### config.mk
export PLATFORM = sky130hd
export DESIGN_NAME = dmem_access_unit
export DESIGN_NICKNAME = d
export VERILOG_FILES = /design/src/rtl/dmem_access_unit_pkg.sv /design/src/rtl/dmem_load_ext.sv /design/src/rtl/dmem_access_unit.sv
export SDC_FILE = /design/constraint.sdc
export NUM_CORES = 1
export LEC_CHECK = 0
export ABC_AREA = 1
export CORE_UTILIZATION = 42
export CTS_CLUSTER_DIAMETER = 80
export DETAILED_ROUTE_END_ITERATION = 10
export PLACE_DENSITY = 0.76
export RECOVER_POWER = 100
export SYNTH_ARGS = -nofsm -noshare
export SYNTH_HDL_FRONTEND = slang
export SYNTH_SLANG_ARGS = --single-unit
### constraint.sdc
create_clock -name clk -period 1.85 [get_ports clk]
set_clock_uncertainty 0.15 [all_clocks]
set_input_delay 0.37 -clock clk [delete_from_list [all_inputs] [get_ports clk]]
set_output_delay 0.37 -clock clk [all_outputs]
set_load 0.05 [all_outputs]
### src/rtl/dmem_access_unit_pkg.sv
// Shared definitions for the MEM-stage data-memory access unit.
// Size codes, FSM state encodings and the default bus timeout.
package dmem_access_unit_pkg;

    localparam logic [1:0] MEMSZ_N = 2'b00;
    localparam logic [1:0] MEMSZ_B = 2'b01;
    localparam logic [1:0] MEMSZ_H = 2'b10;
    localparam logic [1:0] MEMSZ_W = 2'b11;

    localparam int DMEM_TIMEOUT = 16;

    typedef enum logic [1:0] {
        DMEM_IDLE  = 2'b00,
        DMEM_REQ   = 2'b01,
        DMEM_RESP  = 2'b10,
        DMEM_FAULT = 2'b11
    } dmem_state_e;

endpackage

### src/rtl/dmem_load_ext.sv
// Load lane select with sign or zero extension.
// Purely combinational so a future cache path can share it.
module dmem_load_ext
    import dmem_access_unit_pkg::*;
#(
    parameter int XLEN = 32
) (
    input  logic [XLEN-1:0] word,
    input  logic [1:0]      lane,
    input  logic [1:0]      size,
    input  logic            lunsigned,
    output logic [XLEN-1:0] data
);

    logic [7:0]  b;
    logic [15:0] h;

    // pick the addressed byte/half and fill the upper bits
    always_comb begin
        b    = word[{lane, 3'b000} +: 8];
        h    = word[{lane[1], 4'b0000} +: 16];
        data = word;
        case (size)
            MEMSZ_B: data = {{(XLEN-8){~lunsigned & b[7]}}, b};
            MEMSZ_H: data = {{(XLEN-16){~lunsigned & h[15]}}, h};
            default: data = word;
        endcase
    end

endmodule

### src/rtl/dmem_access_unit.sv
// MEM-stage load/store responder: one word-aligned req/ack
// transaction per access, pipeline stall, misalign and timeout faults.
module dmem_access_unit
    import dmem_access_unit_pkg::*;
#(
    parameter int XLEN    = 32,
    parameter int TIMEOUT = DMEM_TIMEOUT
) (
    input  logic            clk,
    input  logic            reset,
    input  logic            req_valid,
    input  logic            memwrite,
    input  logic            memtoreg,
    input  logic [1:0]      lwhb,
    input  logic [1:0]      swhb,
    input  logic            lunsigned,
    input  logic [XLEN-1:0] addr,
    input  logic [XLEN-1:0] wdata,
    output logic            stall,
    output logic            done,
    output logic [XLEN-1:0] rdata,
    output logic            misalign,
    output logic            bus_err,
    output logic            bus_req,
    output logic            bus_we,
    output logic [XLEN-1:0] bus_addr,
    output logic [3:0]      bus_be,
    output logic [XLEN-1:0] bus_wdata,
    input  logic            bus_ack,
    input  logic [XLEN-1:0] bus_rdata
);

    localparam int CW = $clog2(TIMEOUT);
    localparam logic [CW-1:0] CNT_LAST = CW'(TIMEOUT - 1);

    dmem_state_e state, state_d;

    logic            accept;
    logic [1:0]      eff_sz;
    logic            bad;
    logic [3:0]      be_d;
    logic [XLEN-1:0] wd_d;

    logic [CW-1:0]   cnt;
    logic            flt_bus;
    logic [1:0]      ld_lane;
    logic [1:0]      ld_size;
    logic            ld_uns;
    logic [XLEN-1:0] rword;
    logic [XLEN-1:0] rdata_q;
    logic [XLEN-1:0] ext_data;

    // decode the incoming request: store wins, alignment, lanes
    always_comb begin
        accept = req_valid && (memwrite || memtoreg);
        eff_sz = memwrite ? swhb : lwhb;
        bad    = (eff_sz == MEMSZ_N)
              || (eff_sz == MEMSZ_H && addr[0])
              || (eff_sz == MEMSZ_W && addr[1:0] != 2'b00);
        be_d   = 4'b0000;
        wd_d   = wdata;
        case (eff_sz)
            MEMSZ_B: begin
                be_d = 4'b0001 << addr[1:0];
                wd_d = {(XLEN/8){wdata[7:0]}};
            end
            MEMSZ_H: begin
                be_d = 4'b0011 << {addr[1], 1'b0};
                wd_d = {(XLEN/16){wdata[15:0]}};
            end
            MEMSZ_W: begin
                be_d = 4'b1111;
                wd_d = wdata;
            end
            default: begin
                be_d = 4'b0000;
                wd_d = wdata;
            end
        endcase
    end

    // state register
    always_ff @(posedge clk or negedge reset) begin
        if (!reset) state <= DMEM_IDLE;
        else        state <= state_d;
    end

    // next state and handshake/status outputs
    always_comb begin
        state_d  = state;
        stall    = 1'b0;
        done     = 1'b0;
        misalign = 1'b0;
        bus_err  = 1'b0;
        bus_req  = 1'b0;
        case (state)
            DMEM_IDLE: begin
                if (accept) begin
                    stall   = 1'b1;
                    state_d = bad ? DMEM_FAULT : DMEM_REQ;
                end
            end
            DMEM_REQ: begin
                stall   = 1'b1;
                bus_req = 1'b1;
                if (bus_ack)              state_d = DMEM_RESP;
                else if (cnt == CNT_LAST) state_d = DMEM_FAULT;
            end
            DMEM_RESP: begin
                done    = 1'b1;
                state_d = DMEM_IDLE;
            end
            DMEM_FAULT: begin
                misalign = ~flt_bus;
                bus_err  = flt_bus;
                state_d  = DMEM_IDLE;
            end
            default: state_d = DMEM_IDLE;
        endcase
    end

    // bus registers, timeout counter, load capture and result
    always_ff @(posedge clk or negedge reset) begin
        if (!reset) begin
            cnt       <= '0;
            flt_bus   <= 1'b0;
            bus_we    <= 1'b0;
            bus_addr  <= '0;
            bus_be    <= 4'b0000;
            bus_wdata <= '0;
            ld_lane   <= 2'b00;
            ld_size   <= 2'b00;
            ld_uns    <= 1'b0;
            rword     <= '0;
            rdata_q   <= '0;
        end else begin
            case (state)
                DMEM_IDLE: begin
                    if (accept) begin
                        cnt     <= '0;
                        flt_bus <= 1'b0;
                        if (!bad) begin
                            bus_addr  <= {addr[XLEN-1:2], 2'b00};
                            bus_we    <= memwrite;
                            bus_be    <= be_d;
                            bus_wdata <= wd_d;
                            ld_lane   <= addr[1:0];
                            ld_size   <= eff_sz;
                            ld_uns    <= lunsigned;
                        end
                    end
                end
                DMEM_REQ: begin
                    if (bus_ack)              rword   <= bus_rdata;
                    else if (cnt == CNT_LAST) flt_bus <= 1'b1;
                    else                      cnt     <= cnt + CW'(1);
                end
                DMEM_RESP: begin
                    if (!bus_we) rdata_q <= ext_data;
                end
                default: ;
            endcase
        end
    end

    dmem_load_ext #(.XLEN(XLEN)) u_ext (
        .word      (rword),
        .lane      (ld_lane),
        .size      (ld_size),
        .lunsigned (ld_uns),
        .data      (ext_data)
    );

    // the fresh load result is visible in the done cycle, then held
    always_comb begin
        rdata = rdata_q;
        if (state == DMEM_RESP && !bus_we) rdata = ext_data;
    end

endmodule

==> summary.txt, run 1 <==
Status: finished with violations
Failing checks: negative setup slack
Avg Cell Area, Syn: 7.965 um^2
CTS sink count: 143
Clock Latency Late Sink: 0.43 ns
DRT Wirelength: 22,740 um
Clk root buf: clkbuf_16
Slew margin rel.: 0.3230
Yosys cell types: 27
Global-route wire length before repair: 33,370 um
Share of the synthesized area in the top cell type: 0.5273
Register share of total power: 0.214
Final Hold Fails: 0
Number of synthesized flops with an enable pin: 0
Vias: 6,898
Routed wl met3: 1708 um
CP peak stage delay: 0.43 ns
Final period utilization: 1.385
Placed insts: 1,304
Final setup viols: 44
Ys flop type: dfrtp_1
Max VDD drop: 1133 uV
Nets: 1,262
Routed vias/inst: 5.006
Asr flop ratio synth: 1.000
CP max-delay cell: dfrtp_1
Crit Path Max Fanout: 8
Slew Limit Fails: 0
Sequential cell area fraction in the yosys report: 0.5273
Pwr/cell area: 2241 nW/um^2
Pre-CTS setup slack: -0.7707 ns
Num CTS Buffers: 17
Tot GR Track Use: 0.2637
Most frequent cells after synthesis: nand2_1 (340), dfrtp_1 (143), a21oi_1 (106)
Most area-consuming cells after synthesis: dfrtp_1 (53%), nand2_1 (19%), a21oi_1 (7.8%)
Gate power share: 0.648
Placeable Area: 15,830 um^2
Int Power: 13.22 mW
Die area: 16,670 um^2
Met2 wire length: 11,820 um
Clock slew at reported path FFs: 0.06 ns
Setup Total Neg Slack: -21.85 ns
CTS tree: yes
Slew @ Worst Pin: 1.016 ns
CP Cell Sequence: inv_1, ha_2, nand2_2, inv_2, nand2_4, nand3_4, nand2_8, a21oi_4, buf_12
Drt pass-1 iters: 5
CTS Buffer Depth: 2
Psw: 12.76 mW
DRT met1 WL: 8523 um
Die width: 129.1 um
Final total power: 25.98 mW
GRT overflow: 0
Fin cells: 1,378
Flops & latches, synth: 143
Count leader, synth: nand2_1
Path type of the worst setup path: register to output port
Number of global-route vias before repair: 6,654
Clock network power share: 0.138
Dominant cell type by area after synthesis: dfrtp_1
Area of the multi-input gates: 3458 um^2
Area Overhead vs Synth: 70.85%
Drt drc: 0
Layout cells sized above 1: 0.3629
Worst setup EP type: output port
FP Rows: 46
Post-synthesis instance total: 852
FF/Latch Area: 3580 um^2
Leak: 5.792 nW
Max frequency: 390.1 MHz
Antenna viol nets, final: 0
RSZ-0062 raised after global routing: yes
Largest net degree at the start of global routing: 38
IO Port Bufs: 210
Initial antenna violation count: 1
Initial Utilization: 0.4288
Sw frac: 0.4913
Synthesized area: 6787 um^2
Hpwl dp: 14,710 um
Drt initial violations: 450
CP Data Required Time: 1.33 ns
Setup ws final: -0.7132 ns
Startpoint types: register
R2R setup slack: -0.04 ns
Top Ports: 213
Critical Path AT: 2.04 ns
Die H: 129.1 um
Fill cells: 1,116
Yosys warns: 0
Min Tclk post-route: 2.563 ns
Wire per inst: 16.50 um
GP Congestion: 0.8464
Top Layer Used: met4
Hold WS: 0.1637 ns
Max Cap Viol: 0
Tightest Hold Check Type: input port to register
H-tree levels: 4
==> worst max-delay path: cells and delay by family (launching register included) <==
family | cells | cell delay (ns)
and+or+nand+nor | 4 | 0.43
DFF | 1 | 0.43
buffers and inverters | 3 | 0.32
AOI/OAI and AO/OA | 1 | 0.23
adders and majority gates | 1 | 0.18
==> final timing paths <==
kind                              start            to  depth (start not counted)
hold reg to reg            bus_addr[20]  bus_addr[20]                          2
hold / removal                 memwrite        bus_we                          4
min in group asynchronous         reset     rword[26]                          2
setup / recovery             ld_size[1]     rdata[30]                          9
setup reg to reg             ld_size[1]   rdata_q[30]                         10
max in group asynchronous         reset   rdata_q[13]                          3
==> cells in the final DEF, fill, tap and decap left out, types with 4 or more instances in the layout <==
master / count
inv_1: 62
buf_12: 48
o21ai_1: 32
mux2_4: 13
a21oi_2: 15
or2_2: 8
o21ai_0: 15
buf_6: 20
nand3_1: 9
nand2_1: 274
a21oi_4: 17
nor2_1: 18
a21oi_1: 75
nand2_2: 49
nor2_4: 11
clkinvlp_4: 5
clkdlybuf4s50_1: 100
clkbuf_16: 22
buf_16: 4
dfrtp_1: 142
buf_4: 66
nand2_4: 19
inv_2: 13
clkbuf_2: 69
inv_6: 4
==> registers in the layout (all words and copies together) (netlist names) <==
| name | flops |
|---|---|
| cnt | 4 |
| rword | 32 |
| ld_lane | 2 |
| ld_uns | 1 |
| bus_be | 4 |
| state | 2 |
| bus_we | 1 |
| flt_bus | 1 |
| rdata_q | 32 |
| ld_size | 2 |
| bus_wdata | 32 |
| bus_addr | 30 |
==> layer usage <==
metal | vias up | track usage
li1 | 3274 | -
met1 | 3281 | 0.2942
met2 | 288 | 0.4579
met3 | 55 | 0.08382
met4 | 0 | 0.1232
met5 | - | 0
==> power groups by stage <==
| stage | combinational [mW] | clock (mW) | sequential, mW |
|---|---|---|---|
| after global routing | 17.8 | 3.74 | 5.72 |
| after global placement | 15.2 | 0 | 5.51 |
| after detailed placement | 15.4 | 0 | 5.52 |
| final | 16.8 | 3.58 | 5.57 |
| after CTS | 16.4 | 3.61 | 5.54 |
| after floorplan | 7.02 | 0 | 7.90 |
==> cells by family after synthesis <==
family / Yosys count / share of synthesized area
muxes: 14 / 0.02323
AOI/OAI and AO/OA: 161 / 0.1209
DFF: 143 / 0.5273
buffers and inverters: 125 / 0.08112
adders and majority gates: 8 / 0.01475
xor gates and xnor gates: 1 / 0.001291
other: 1 / 0.0005526
and+or+nand+nor: 399 / 0.2308
==> metrics by stage <==
step / util / area, um^2
after CTS: 0.7157 / 11330
final: 0.7326 / 11590
after global placement: 0.6477 / 10250
after detailed placement: 0.6477 / 10250
after floorplan: - / 7342
after global routing: 0.7324 / 11590
==> timing repair <==
action,4_1_cts,5_1_grt
setup endpoints to repair,110,100
buffers inserted,20,13
endpoints found under the hold margin,32,0
hold buffers,1,0
pin swaps,38,16
cloned,5,6
resized for setup,72,99
==> area by class of cell <==
| type | instances | share of cell area |
|---|---|---|
| timing repair buffer | 320 | 0.2887 |
| inverter | 79 | 0.02784 |
| multi-input combinational | 586 | 0.2983 |
| sequential | 143 | 0.3087 |
| tap | 216 | 0.02331 |
| clock buffer | 17 | 0.03669 |
| clock inverter | 15 | 0.01608 |
| antenna | 2 | 0.0004316 |
(Power assumes the default switching activity.)
==> run 2: changes to the inputs <==
CORE_UTILIZATION = 57   (was 42)
DONT_BUFFER_PORTS = 1   (was unset)
PLACE_DENSITY = 0.75   (was 0.76)
==> run 2 against run 1 <==
Net effect: the flow now stops in global routing; area after synthesis stayed put; synthesized cell count stayed put.
==> summary.txt, run 2 <==
Status: aborted with a tool error
Stopped at: global routing
Error msg: [ERROR GRT-0232] Routing congestion too high. Check the congestion heatmap in the GUI.
Share of the synthesized area in the top cell type: 0.5273 (unchanged)
GRT overflow: 667
Pre-CTS setup slack: -0.3773 ns (+0.3934 ns)
Yosys cell types: 27 (unchanged)
Dominant cell type by area after synthesis: dfrtp_1
Count leader, synth: nand2_1
IO Port Bufs: 0 (-100%)
Die H: 111.1 um (-14%)
Area after DPL: 7913 um^2 (-23%)
Die width: 111.1 um (-14%)
Most area-consuming cells after synthesis: dfrtp_1 (53%), nand2_1 (19%), a21oi_1 (7.8%)
Worst_ep kind: primary output
Num CTS Buffers: 17 (unchanged)
Tot GR Track Use: 0.9373
Number of synthesized flops with an enable pin: 0 (unchanged)
Sequential cell area fraction in the yosys report: 0.5273 (unchanged)
Asr flop ratio synth: 1.000 (unchanged)
Largest net degree at the start of global routing: 144
Ys flop type: dfrtp_1
GP Congestion: 0.9226 (+9.0%)
Most frequent cells after synthesis: nand2_1 (340), dfrtp_1 (143), a21oi_1 (106)
FP Rows: 39 (-15%)
Worst Endpoint after GRT Repair: rdata[20]
Clk root buf: clkbuf_16
Avg Cell Area, Syn: 7.965 um^2 (unchanged)
Hpwl dp: 12,320 um (-16%)
Initial Utilization: 0.5893 (+0.1605)
Top Ports: 213 (unchanged)
Yosys warns: 0 (unchanged)
Flops & latches, synth: 143 (unchanged)
CTS sink count: 143 (unchanged)
CTS Buffer Depth: 2 (unchanged)
Synthesized area: 6787 um^2 (unchanged)
H-tree levels: 4 (unchanged)
Post-synthesis instance total: 852 (unchanged)
## run 2: cell counts after synthesis
Identical to the previous run, type by type.
## run 2: through the flow
step / setup TNS (ns) / std cells
after floorplan: -17.17 / 853
after global placement: -18.84 / 1012
after CTS: -18.56 / 1145
after detailed placement: -23.78 / 1012
## run 2: timing repair
item / 4_1_cts
setup buffers: 20
endpoints found under the setup margin: 61
cloned: 2
pin swaps: 46
hold buffers: 80
gates resized for setup: 65
endpoints found under the hold margin: 225
## run 2: cell families after synthesis
kind of cell | Yosys count | synth area share
compound gates | 161 | 0.1209
mux | 14 | 0.02323
fa+ha+maj | 8 | 0.01475
xor+xnor | 1 | 0.001291
buf+inv | 125 | 0.08112
flops | 143 | 0.5273
other cells | 1 | 0.0005526
simple gates | 399 | 0.2308
## run 2: routing by layer
| layer | overflow | GRT usage |
|---|---|---|
| met4 | 151 | 1.055 |
| met1 | 2 | 0.8833 |
| met5 | 0 | 0.1667 |
| met3 | 5 | 0.7108 |
| met2 | 509 | 1.195 |
==> run 3: changes to the inputs <==
CORE_UTILIZATION = 40   (was 57)
CTS_CLUSTER_DIAMETER = unset   (was 80)
PLACE_DENSITY = unset   (was 0.75)
PLACE_DENSITY_LB_ADDON = 0.15   (was unset)
clock period = 2.4 ns   (was 1.85 ns; I/O delays follow)
==> run 3 against run 2 <==
Net effect: the flow now finishes, with violations (negative hold slack, negative setup slack).
==> summary.txt, run 3 (synthesis results as in run 1) <==
Vias: 5,624
CP Data Required Time: 1.77 ns
Min Tclk post-route: 2.573 ns
Biggest regs: bus_wdata (32), rdata_q (32), rword (32)
GP Congestion: 0.8060 (-13%)
Critical Path AT: 1.94 ns
CP peak stage delay: 0.40 ns
CP Cell Sequence: inv_1, ha_4, nand2_2, inv_1, nand2_2, nand3_4, nand2_8, buf_16, a21oi_4, buf_12
Num CTS Buffers: 17 (unchanged)
Max frequency: 388.6 MHz
CP max-delay cell: dfrtp_1
Number of global-route vias before repair: 5,896
Slew Limit Fails: 0
Top Ports: 213 (unchanged)
Clk root buf: clkbuf_16
Clock Latency Late Sink: 0.42 ns
Most frequent cells in the layout: nand2_1 (320), dfrtp_1 (140), a21oi_1 (88)
Slew margin rel.: 0.5763
FF/Latch Area: 3582 um^2
Tot GR Track Use: 0.2152
Drt initial violations: 292
H-tree levels: 4 (unchanged)
DRT Wirelength: 18,180 um
Tightest Hold Check Type: input port to async pin
Status: finished with violations
Crit Path Max Fanout: 7
Slew @ Worst Pin: 0.6355 ns
Layout cells sized above 1: 0.1872
Wire per inst: 16.12 um
R2R depth: 5
Max Cap Viol: 0
Routed vias/inst: 4.986
Most common cell after layout, fill and taps aside: nand2_1
WP buf/inv: 4
Final Hold Fails: 143
Initial Utilization: 0.4092 (-0.1801)
Startpoint types: register
Die H: 132.3 um (+19%)
CTS Buffer Depth: 2 (unchanged)
GRT overflow: 0
R2R setup slack: 0.34 ns
Placeable Area: 16,580 um^2
RR Endpoint: rword[28]
CP delay by family, top: buffers and inverters
Fill cells: 1,543
Worst setup EP type: output port
RSZ-0062 raised after global routing: yes
Die width: 132.3 um (+19%)
Largest net degree at the start of global routing: 144
Hold WS: -0.4006 ns
Nets: 1,010
Area of the multi-input gates: 2960 um^2
Area Overhead vs Synth: 29.37%
FP Rows: 47 (+21%)
Initial antenna violation count: 0
Final setup viols: 32
Path type of the worst setup path: register to output port
Antenna viol nets, final: 0
Failing checks: negative hold slack, negative setup slack
CTS sink count: 143 (unchanged)
Hpwl dp: 12,010 um (-2.5%)
Global-route wire length before repair: 29,660 um
# diodes: 0
Setup ws final: -0.1734 ns
Final period utilization: 1.072
CTS tree: yes
Die area: 17,490 um^2
Drt drc: 0
Reg-to-reg startpoint: state[1]
Drt pass-1 iters: 4
IO Port Bufs: 0 (unchanged)
Clock slew at reported path FFs: 0.06 ns
-- run 3: area by class of cell --
cell class                 count  area share
clock buffer                  18     0.05002
multi-input combinational    585      0.3372
inverter                      79     0.03378
clock inverter                14     0.02152
timing repair buffer          69      0.1181
sequential                   143      0.4080
tap                          220     0.03135
-- run 3: metal layers --
layer  GRT usage  routed length (um)  vias up  part of all wire
met5           0                   0        -                 0
met4     0.06833                 303        0             0.017
met3     0.08612                1624       20             0.089
met2      0.3595                8762      203              0.48
met1      0.2533                7488     2644              0.41
li1            -                   -     2757                 -
-- run 3: how the worst max path moves through the flow --
stage                     from             to  slack [ns]  cells past startpoint
CTS                 ld_size[0]      rdata[27]       -0.19                      7
global placement      memwrite  bus_wdata[20]        0.06                      9
finish              ld_size[1]      rdata[30]       -0.17                     10
floorplan           ld_size[1]      rdata[21]       -0.06                      9
detailed placement    memwrite   bus_wdata[8]      -0.004                      9
global route        ld_size[1]      rdata[31]       -0.24                      6
-- run 3: worst register-to-register path: cells and delay by family (launching register included) --
| family | cells | cell delay [ns] |
|---|---|---|
| buf+inv | 2 | 0.52 |
| mux | 1 | 0.48 |
| flops | 1 | 0.41 |
| simple gates | 2 | 0.39 |
-- run 3: what timing repair did --
| item | 4_1_cts | 5_1_grt |
|---|---|---|
| buffers inserted | 3 | 7 |
| hold endpoints to repair | 143 | 144 |
| gates cloned | 2 | 0 |
| pin swaps | 0 | 6 |
| endpoints found under the setup margin | 32 | 33 |
| gates resized for setup | 34 | 38 |
-- run 3: metrics by stage --
| step | TNS [ns] | util | setup WS [ns] | area (um^2) | cells |
|---|---|---|---|---|---|
| CTS | -5.156 | 0.5194 | -0.1881 | 8613 | 1120 |
| floorplan | -0.5819 | - | -0.05819 | 6859 | 853 |
| global placement | 0 | 0.4674 | 0.05972 | 7751 | 1083 |
| detailed placement | -0.004172 | 0.4674 | -0.004172 | 7751 | 1083 |
| finish | -3.903 | 0.5294 | -0.1734 | 8780 | 1128 |
| global route | -6.556 | 0.5294 | -0.2419 | 8780 | 1128 |
Power of run 3 is left out: the tool's default activity adds up to more than one toggle a clock period on the data nets, which glitch-free logic cannot reach.
==> run 4: changes to the inputs <==
CORE_MARGIN = 8   (was unset)
CTS_CLUSTER_DIAMETER = 200   (was unset)
==> run 4 against run 3 <==
Net effect: the run still ends with negative hold slack, negative setup slack left; register-to-register slack about the same; setup slack better by 0.016 ns; utilization unchanged; global-route usage down 2.9 points; critical path type unchanged.
==> summary.txt, run 4 (synthesis results as in run 1) <==
Initial Utilization: 0.4092 (unchanged)
Worst setup EP type: output port
Die width: 146.3 um (+11%)
RR Endpoint: cnt[3]
Antenna viol nets, final: 0 (unchanged)
GRT overflow: 0 (unchanged)
GRT busiest layer: met2
Wire per inst: 17.20 um (+6.7%)
Slew margin rel.: 0.5917 (+0.01535)
RSZ-0062 raised after global routing: yes
Fin area: 8780 um^2 (unchanged)
Tot GR Track Use: 0.1862 (-0.02908)
CTS tree: yes
Status: finished with violations
R2R setup slack: 0.34 ns (about the same)
Most common cell after layout, fill and taps aside: nand2_1
Clock Latency Late Sink: 0.42 ns (about the same)
Hold_buf cts: 3
Max frequency: 391.1 MHz (+0.64%)
Final period utilization: 1.065 (-0.006843)
Slew @ Worst Pin: 0.6103 ns (-0.02518 ns)
Reg-to-reg startpoint: state[1]
Path type of the worst setup path: register to output port
Hpwl dp: 13,740 um (+14%)
Global-route wire length before repair: 31,640 um (+6.7%)
Top Ports: 213 (unchanged)
Placeable Area: 16,580 um^2 (unchanged)
Die area: 21,390 um^2 (+22%)
Largest net degree at the start of global routing: 144 (unchanged)
Hold WS: -0.3961 ns (+0.004418 ns)
FP Rows: 47 (unchanged)
Most frequent cells in the layout: nand2_1 (325), dfrtp_1 (142), a21oi_1 (86)
Fill cells: 1,556 (+0.84%)
Routed vias/inst: 4.894 (-1.8%)
Startpoint types: register
GP Congestion: 0.7732 (-4.1%)
IO Port Bufs: 0 (unchanged)
Die H: 146.3 um (+11%)
Setup ws final: -0.1569 ns (+0.01642 ns)
Final setup viols: 32 (unchanged)
CTS sink count: 143 (unchanged)
Clk root buf: clkbuf_16
Drt pass-1 iters: 6 (+2)
Biggest regs: bus_wdata (32), rdata_q (32), rword (32)
H-tree levels: 4 (unchanged)
Clock slew at reported path FFs: 0.06 ns (about the same)
Area Overhead vs Synth: 29.37% (unchanged)
M3 GR Usage: 0.08931 (+0.003187)
Slew Limit Fails: 0 (unchanged)
Failing checks: negative hold slack, negative setup slack
Initial antenna violation count: 1 (+1)
Final Hold Fails: 143 (unchanged)
Vias: 5,530 (-1.7%)
# diodes: 0 (unchanged)
Min Tclk post-route: 2.557 ns (-0.01642 ns)
R2R depth: 7 (+2)
Drt initial violations: 290 (-0.68%)
GR Util met2: 0.2958 (-0.06366)
Drt drc: 0 (unchanged)
Num CTS Buffers: 17 (unchanged)
Critical Path AT: 1.93 ns (about the same)
Nets: 1,012 (+0.20%)
FF/Latch Area: 3580 um^2 (about the same)
Tightest Hold Check Type: input port to async pin
Number of global-route vias before repair: 5,833 (-1.1%)
DRT Wirelength: 19,430 um (+6.9%)
Routing usage on met1: 0.2151 (-0.03819)
Layout cells sized above 1: 0.1824 (-0.004807)
Max Cap Viol: 0 (unchanged)
Area after DPL: 7761 um^2 (+0.13%)
CTS Buffer Depth: 2 (unchanged)
CP Data Required Time: 1.77 ns (about the same)
Crit Path Max Fanout: 8 (+1)
Area of the multi-input gates: 2939 um^2 (-0.72%)
run 4: layer usage:
layer  part of all wire  routed length, um
met4              0.016                302
met2               0.47               9162
met3               0.10               2028
met1               0.41               7926
met5            0.00067                 13
run 4: timing repair:
action / in CTS / in global routing
hold endpoints to repair: 146 / 143
gates cloned: 2 / 0
gates resized for setup: 62 / 8
pin swaps: 6 / 0
setup buffers: 5 / 0
setup endpoints to repair: 32 / 32
run 4: area by class of cell:
type	instances	share of cell area
inverter	79	0.03406
clock buffer	21	0.05244
sequential	143	0.4077
timing repair buffer	71	0.1184
multi-input combinational	585	0.3348
clock inverter	11	0.02123
tap	220	0.03135
run 4: worst max-delay path by stage:
| stage | startpoint | endpoint |
|---|---|---|
| global placement | memwrite | bus_wdata[23] |
| finish | ld_size[1] | rdata[22] |
| global route | ld_size[1] | rdata[22] |
| CTS | ld_size[1] | rdata[28] |
| detailed placement | memwrite | bus_wdata[9] |
| floorplan | ld_size[1] | rdata[21] |
run 4: metrics by stage:
step / util / cells / hold WS, ns / TNS, ns / setup slack [ns]
global placement: 0.4680 / 1088 / 0.03857 / 0 / 0.06183
floorplan: - / 853 / 0.03441 / -0.5819 / -0.05819
CTS: 0.5288 / 1130 / -0.4163 / -3.652 / -0.1608
finish: 0.5294 / 1130 / -0.3961 / -3.065 / -0.1569
global route: 0.5294 / 1130 / -0.4238 / -6.060 / -0.2258
detailed placement: 0.4680 / 1088 / 0.03900 / -0.1346 / -0.04585
run 4: critical path, cell delays in order, from the launching register on:
cell and delay (ns):
dfrtp_1 0.37, inv_1 0.06, ha_2 0.17, nand2_2 0.09
inv_2 0.06, nand2_2 0.06, nand3_2 0.09, nand2_4 0.09
buf_12 0.17, a21oi_4 0.18, buf_12 0.15
Power of run 4 is left out for the same reason.
